## config.mk

```make
export PLATFORM = sky130hd
export DESIGN_NAME = mc14500b_sequencer
export DESIGN_NICKNAME = d
export VERILOG_FILES = /design/src/rtl/mc14500b_pkg.sv /design/src/rtl/mc14500b_ret_stack.sv /design/src/rtl/mc14500b_sequencer.sv
export SDC_FILE = /design/constraint.sdc
export NUM_CORES = 1
export LEC_CHECK = 0
export ABC_AREA = 1
export CORE_MARGIN = 10
export CORE_UTILIZATION = 39
export CTS_CLUSTER_SIZE = 28
export DETAILED_ROUTE_END_ITERATION = 10
export GPL_ROUTABILITY_DRIVEN = 1
export GPL_TIMING_DRIVEN = 1
export PLACE_DENSITY = 0.83
export SLEW_MARGIN = 20
export SYNTH_ARGS = -nofsm -noshare
export SYNTH_HDL_FRONTEND = slang
export SYNTH_SLANG_ARGS = --single-unit
```

## constraint.sdc

```tcl
create_clock -name X2 -period 2.25 [get_ports X2]
set_input_delay 0.675 -clock X2 [delete_from_list [all_inputs] [get_ports X2]]
set_output_delay 0.675 -clock X2 [all_outputs]
set_load 0.1 [all_outputs]
```

## src/rtl/mc14500b_pkg.sv

```systemverilog
// Shared types and constants for the mc14500b ICU and its program sequencer.
package mc14500b_pkg;

  typedef enum logic [1:0] {
    SEQ_IDLE = 2'd0,
    SEQ_RUN  = 2'd1,
    SEQ_HALT = 2'd2
  } seq_state_t;

  localparam logic [3:0] OPC_NOP0 = 4'h0;
  localparam logic [3:0] OPC_JMP  = 4'hC;
  localparam logic [3:0] OPC_RTN  = 4'hD;
  localparam logic [3:0] OPC_NOPF = 4'hF;

  localparam int PC_W_DEF        = 7;
  localparam int OP_W_DEF        = 8;
  localparam int STACK_DEPTH_DEF = 4;

  // True for the opcodes whose ICU flag can redirect or stop the sequencer.
  function automatic logic is_flow_op(input logic [3:0] op);
    return (op == OPC_JMP) || (op == OPC_RTN) || (op == OPC_NOPF);
  endfunction

endpackage

```

## src/rtl/mc14500b_ret_stack.sv

```systemverilog
// Return-address LIFO for the mc14500b sequencer call feature.
// Overflowing pushes and underflowing pops are ignored here; the caller flags them.
module mc14500b_ret_stack
  import mc14500b_pkg::*;
#(
  parameter int DEPTH = STACK_DEPTH_DEF,
  parameter int W     = PC_W_DEF
) (
  input  logic         clk,
  input  logic         rst_n,
  input  logic         push,
  input  logic         pop,
  input  logic [W-1:0] push_data,
  output logic [W-1:0] pop_data,
  output logic         full,
  output logic         empty
);

  localparam int SP_W  = $clog2(DEPTH + 1);
  localparam int IDX_W = (DEPTH > 1) ? $clog2(DEPTH) : 1;

  logic [W-1:0]     mem [DEPTH];
  logic [SP_W-1:0]  sp;
  logic [IDX_W-1:0] wr_idx;
  logic [IDX_W-1:0] rd_idx;
  logic             do_push;
  logic             do_pop;

  assign full    = (sp == SP_W'(DEPTH));
  assign empty   = (sp == '0);
  assign wr_idx  = IDX_W'(sp);
  assign rd_idx  = IDX_W'(sp - SP_W'(1));
  assign do_push = push && !full;
  assign do_pop  = pop && !empty && !push;

  assign pop_data = mem[rd_idx];

  always_ff @(posedge clk or negedge rst_n) begin
    if (!rst_n) begin
      sp <= '0;
    end else if (do_push) begin
      sp <= sp + SP_W'(1);
    end else if (do_pop) begin
      sp <= sp - SP_W'(1);
    end
  end

  // Storage needs no reset: entries are only read below the stack pointer.
  always_ff @(posedge clk) begin
    if (do_push) begin
      mem[wr_idx] <= push_data;
    end
  end

endmodule

```

## src/rtl/mc14500b_sequencer.sv

```systemverilog
// Program sequencer for the mc14500b ICU: PC, ROM addressing, JMP/RTN/FLGF handling.
// Optional return stack is built when MC14500B_CALL_STACK_EN is defined.
module mc14500b_sequencer
  import mc14500b_pkg::*;
#(
  parameter int          PC_W         = PC_W_DEF,
  parameter int          OP_W         = OP_W_DEF,
  parameter int unsigned RESET_VEC    = 0,
  parameter bit          HALT_ON_FLGF = 1'b1,
  parameter int          STACK_DEPTH  = STACK_DEPTH_DEF
) (
  input  logic            X2,
  input  logic            RST_N,
  input  logic            start,
  input  logic            halt_req,
  output logic [PC_W-1:0] prog_addr,
  input  logic [OP_W+3:0] prog_data,
  output logic [3:0]      INSTR,
  output logic [OP_W-1:0] IO_ADDR,
  input  logic            JMP,
  input  logic            RTN,
  input  logic            FLGF,
  output logic            running,
  output logic            halted,
  output logic            stack_err
);

  localparam logic [PC_W-1:0] RESET_PC = PC_W'(RESET_VEC);

  seq_state_t      state_q;
  seq_state_t      state_d;
  logic [PC_W-1:0] pc_q;
  logic [PC_W-1:0] pc_d;
  logic [PC_W-1:0] pc_inc;
  logic [OP_W-1:0] operand;
  logic            halt_hit;
  logic            unused_sig;

  assign operand  = prog_data[OP_W-1:0];
  assign pc_inc   = pc_q + PC_W'(1);
  assign halt_hit = halt_req || (FLGF && HALT_ON_FLGF);

`ifdef MC14500B_CALL_STACK_EN
  logic            stk_push;
  logic            stk_pop;
  logic            stk_full;
  logic            stk_empty;
  logic [PC_W-1:0] stk_top;
  logic            err_set;
  logic            err_q;

  mc14500b_ret_stack #(
    .DEPTH (STACK_DEPTH),
    .W     (PC_W)
  ) u_ret_stack (
    .clk       (X2),
    .rst_n     (RST_N),
    .push      (stk_push),
    .pop       (stk_pop),
    .push_data (pc_inc),
    .pop_data  (stk_top),
    .full      (stk_full),
    .empty     (stk_empty)
  );

  always_ff @(posedge X2 or negedge RST_N) begin
    if (!RST_N) begin
      err_q <= 1'b0;
    end else if (err_set) begin
      err_q <= 1'b1;
    end
  end

  assign stack_err  = err_q;
  assign unused_sig = ^operand;
`else
  assign stack_err  = 1'b0;
  assign unused_sig = ^{RTN, operand, 32'(STACK_DEPTH)};
`endif

  always_ff @(posedge X2 or negedge RST_N) begin
    if (!RST_N) begin
      state_q <= SEQ_IDLE;
      pc_q    <= RESET_PC;
    end else begin
      state_q <= state_d;
      pc_q    <= pc_d;
    end
  end

  always_comb begin
    state_d = state_q;
    pc_d    = pc_q;
`ifdef MC14500B_CALL_STACK_EN
    stk_push = 1'b0;
    stk_pop  = 1'b0;
    err_set  = 1'b0;
`endif
    case (state_q)
      SEQ_IDLE: begin
        if (start) begin
          state_d = SEQ_RUN;
          pc_d    = RESET_PC;
        end
      end
      SEQ_RUN: begin
        // The PC always advances in the halting cycle so resume picks up the next instruction.
        if (JMP) begin
          pc_d = operand[PC_W-1:0];
`ifdef MC14500B_CALL_STACK_EN
          if (operand[OP_W-1]) begin
            if (stk_full) err_set  = 1'b1;
            else          stk_push = 1'b1;
          end
`endif
        end
`ifdef MC14500B_CALL_STACK_EN
        else if (RTN) begin
          if (stk_empty) begin
            pc_d    = pc_inc;
            err_set = 1'b1;
          end else begin
            pc_d    = stk_top;
            stk_pop = 1'b1;
          end
        end
`endif
        else begin
          pc_d = pc_inc;
        end
        if (halt_hit) state_d = SEQ_HALT;
      end
      SEQ_HALT: begin
        if (start && !halt_req) state_d = SEQ_RUN;
      end
      default: begin
        state_d = SEQ_IDLE;
      end
    endcase
  end

  assign running   = (state_q == SEQ_RUN);
  assign halted    = (state_q == SEQ_HALT);
  assign prog_addr = pc_q;
  assign INSTR     = running ? prog_data[OP_W+3:OP_W] : OPC_NOP0;
  assign IO_ADDR   = running ? operand : '0;

endmodule

```

Word-level counts from Yosys, hierarchy flattened
Cells that the tools add are included.
{"block": "totals", "ff_bits": 9, "out_inout_bits": 22, "inputBits": 19, "word_cells": 24}
{"block": "op_classes", "n_eq_ne": 5, "addsub": 1, "n_reduce_logical": 7, "n_mux": 9}
{"operator": "$mux 7", "count": 2}
{"operator": "$pmux 7 s2", "count": 1}
{"operator": "$mux 8", "count": 1}
{"operator": "$add 7x1->7 const B", "count": 1}
{"operator": "$mux 2", "count": 3}
{"operator": "$pmux 2 s3", "count": 1}
{"operator": "$mux 4", "count": 1}
{"operator": "$ne 2x1->1 const B", "count": 2}
{"operator": "$reduce_and 3->1", "count": 1}
{"operator": "$eq 2x1->1 const B", "count": 1}
{"operator": "$eq 2x2->1 const B", "count": 1}
{"operator": "$logic_not 2->1", "count": 1}
{"operator": "$ne 2x2->1 const B", "count": 1}
{"operator": "$reduce_and 2->1", "count": 1}
{"operator": "$reduce_bool 2->1", "count": 1}
{"operator": "$logic_and 1x1->1", "count": 1}
{"operator": "$logic_not 1->1", "count": 1}
{"operator": "$logic_or 1x1->1", "count": 1}

Longest topological paths before layout
{"block": "depth", "depth_word": 4, "depth_mapped": 7, "mapped_depth_nobuf": 7}

Least setup slack after synthesis
OpenSTA, ideal clock, no wires.
{"block": "synth_path", "kind": "register to output", "from": "register state_q[1]", "to": "output port INSTR[0]", "t_required_ns": 1.575, "stages_incl_launch_ff": 5, "path_slack_ns": -0.769, "arrival_ns": 2.344, "n_path_buf": 1, "cell_sequence": "dfrtp_1 > nor2_8 > inv_4 > buf_6 > nor2_1"}
{"block": "synth_via", "elab_chain_len": 2}
{"item": "start, declared", "line": "mc14500b_sequencer.sv:30", "rtl": "seq_state_t state_q;"}
{"item": "start signal, assigned", "line": "mc14500b_sequencer.sv:86", "rtl": "state_q <= state_d;"}
{"item": "$eq 2x1->1", "line": "mc14500b_sequencer.sv:142", "rtl": "assign running = (state_q == SEQ_RUN);"}
{"item": "via running", "line": "mc14500b_sequencer.sv:23", "rtl": "output logic running,"}
{"item": "$mux 4", "line": "mc14500b_sequencer.sv:145", "rtl": "assign INSTR = running ? prog_data[OP_W+3:OP_W] : OPC_NOP0;"}
{"item": "end, declared", "line": "mc14500b_sequencer.sv:18", "rtl": "output logic [3:0] INSTR,"}
The timed path passes the listed nets, and every way through them passes these cells.

Worst setup path after layout
{"block": "layout_path", "from": "input port prog_data[2]", "to": "output port IO_ADDR[2]"}
{"block": "layout_via", "elab_chain_len": 1}
{"item": "start, declared", "line": "mc14500b_sequencer.sv:17", "rtl": "input logic [OP_W+3:0] prog_data,"}
{"item": "$mux 8", "line": "mc14500b_sequencer.sv:146", "rtl": "assign IO_ADDR = running ? operand : '0;"}
{"item": "end, declared", "line": "mc14500b_sequencer.sv:19", "rtl": "output logic [OP_W-1:0] IO_ADDR,"}
No other way between the ends.

==> flow_summary.toml <==
[global_route]
gr-total-overflow = 0
grt_pass1_wl_mm = 4.00
grt_pass1_vias = 847
grt_max_degree = 19
grt_util_all_layers = 0.127
antenna_found_initial = 0

[layout]
drive_gt1_frac = 0.291
nFillCells = 105
layout.nets = 169
fin_cells = 173
diodes = 0
area_growth_syn_to_layout_pct = 99.1

[critical_path]
critPathKind = "primary input to output pin"
rr_startpoint = "prog_addr[1]$_DFFE_PN0P_"
r2r_end = "prog_addr[6]$_DFFE_PN0P_"
endpoint_kind = "output pin"
path_max_fanout = 2
reg2reg_depth = 6
r2r_slack_ns = 0.88
crit_required_ns = 1.57
startpoint_type = "primary input"
arrival_ns = 1.53

[min_path]
min_from = "prog_addr[6]$_DFFE_PN0P_"
min_path_cells = 2
min_path_type = "flop to flop"
whs_endpoint = "prog_addr[6]$_DFFE_PN0P_"

[drt]
wl_per_cell_um = 13.6
initialDrtViolationCount = 19
drtPass1Iterations = 4
via_count = 812
drt_drc_violations_left = 0
ant_nets = 0
wl_mm = 2.36
vias_per_cell = 4.69

[clock_tree]
clock_sinks = 9
clk_latency_ns = 0.28
cts_buffers = 3
cts_max_level = 1
cts_tree = "yes"
holdBufCountCts = 0
cts-root-buf = "clkbuf_4"
cts.path.max_buffers = 2
clk_pin_slew_ns = 0.07

[sta]
drv_slew = 0
fin_crit_sh = 0.982
worst_clock_skew_ns = 0.0125
hold_viol = 0
rsz0062_at_grt = "no"
fin_crit_ns = 2.21
fmax_ghz = 0.453
setup_viol = 0

[synth]
yosys.area.top_type = "dfrtp_1"
synth_nets = 128
synth_seq_area_share = 0.324
syn_inst = 108
yosysWarnings = 0
syn_area_per_cell_um2 = 6.44
synthDistinctLibCells = 23
syn_area_um2 = 696
synth-seq-cells = 9
synth_top_area_frac = 0.324
synth_area_leaders = "dfrtp_1 (32%), nand2_1 (12%), inv_1 (11%)"

[floorplan]
fp.dieW_um = 62.2
start_util = 0.407
dieArea_um2 = 3870
core_um2 = 1710
rows = 15
dieHeight_um = 62.2
io_pins = 41

[place]
dp.cells = 169
dpl.hpwl_mm = 2.01
io_buffer_count = 38
gp_congestion = 0.919

[status]
status = "finished, final reports clean"

[flow_run]
cap_violations = 0
layout by cell type, fill, tap and decap left out:
master,count
xor2_1,1
nor3_1,1
clkdlybuf4s50_1,17
buf_4,3
o22ai_1,1
conb_1,1
clkbuf_4,3
inv_2,1
inv_6,1
inv_1,21
o21ai_0,4
nor2_8,1
nor2_4,10
ha_1,1
a21oi_2,1
a21oi_1,5
nor2_2,2
o21bai_1,2
o21ai_2,1
nand2_1,23
nor2_1,8
buf_12,19
dfrtp_1,9
nand3_1,7
clkbuf_1,1
o21ai_1,3
o31ai_2,1
routing by layer:
metal,vias to the layer above,routed length [µm],global-route usage
met5,-,0,0
met4,0,18,0.0486
met3,3,181,0.0573
met2,29,1310,0.229
met1,369,850,0.122
li1,411,-,-
logic make-up after synthesis:
family	count (synthesis)	synth area share
and+or+nand+nor	52	0.318
buffers and inverters	26	0.162
AOI/OAI and AO/OA	18	0.160
DFF	9	0.324
xor gates and xnor gates	1	0.0126
adders and majority gates	1	0.0180
other	1	0.00539
cell type report:
| cell class | instances | area [µm²] | area share |
|---|---|---|---|
| Clock buffer | 4 | 26.3 | 0.0190 |
| Inverter | 23 | 91.3 | 0.0659 |
| Multi-Input combinational cell | 73 | 438 | 0.316 |
| Sequential cell | 9 | 225 | 0.163 |
| Tap cell | 25 | 31.3 | 0.0226 |
| Timing Repair Buffer | 39 | 573 | 0.414 |
per-stage QoR:
step                setup TNS (ns)  hold WS (ns)  setup slack, ns  utilization  area [µm²]
finish                           0         0.528           0.0415        0.811        1390
global route                     0         0.553          0.00120        0.811        1390
CTS                              0         0.525           0.0372        0.811        1390
detailed placement               0         0.508           0.0372        0.796        1360
global placement                 0         0.500           0.0499        0.796        1360
floorplan                   -0.570         0.379           -0.165            -         782
worst max-delay path, cell delays in order:
cell	delay, ns
clkdlybuf4s50_1	0.48
inv_1	0.07
nor2_4	0.12
buf_12	0.18
worst max path at each step:
stage                            from          to  slack, ns  depth (start not counted)
2_1_floorplan  state_q[0]$_DFFE_PN0P_    INSTR[3]      -0.17                          4
3_3_place_gp             prog_data[2]  IO_ADDR[2]       0.05                          4
3_5_place_dp             prog_data[2]  IO_ADDR[2]       0.04                          4
4_1_cts                  prog_data[2]  IO_ADDR[2]       0.04                          4
5_1_grt                  prog_data[1]  IO_ADDR[1]      0.001                          4
6_report                 prog_data[2]  IO_ADDR[2]       0.04                          4
registers in the layout (all words and copies together) (netlist names):
signal     flops
state_q        2
prog_addr      7
what timing repair did:
item / in CTS / in global routing
resized for setup: 0 / 0
endpoints found under the setup margin: 0 / 1
buffers inserted: 0 / 0
synth_stat cells:
master,instances
nand2_1,23
inv_1,21
nor2_1,20
dfrtp_1,9
nand3_1,7
a21oi_1,5
o21ai_0,4
o21ai_1,3
o21bai_1,2
a21oi_2,1
buf_2,1
buf_4,1
buf_6,1
conb_1,1
ha_1,1
inv_2,1
inv_4,1
nor2_8,1
nor3_1,1
o21ai_2,1
o22ai_1,1
o31ai_2,1
xor2_1,1
Power is left out: the tool's default activity adds up to more than one toggle a clock period on the data nets, which glitch-free logic cannot reach.
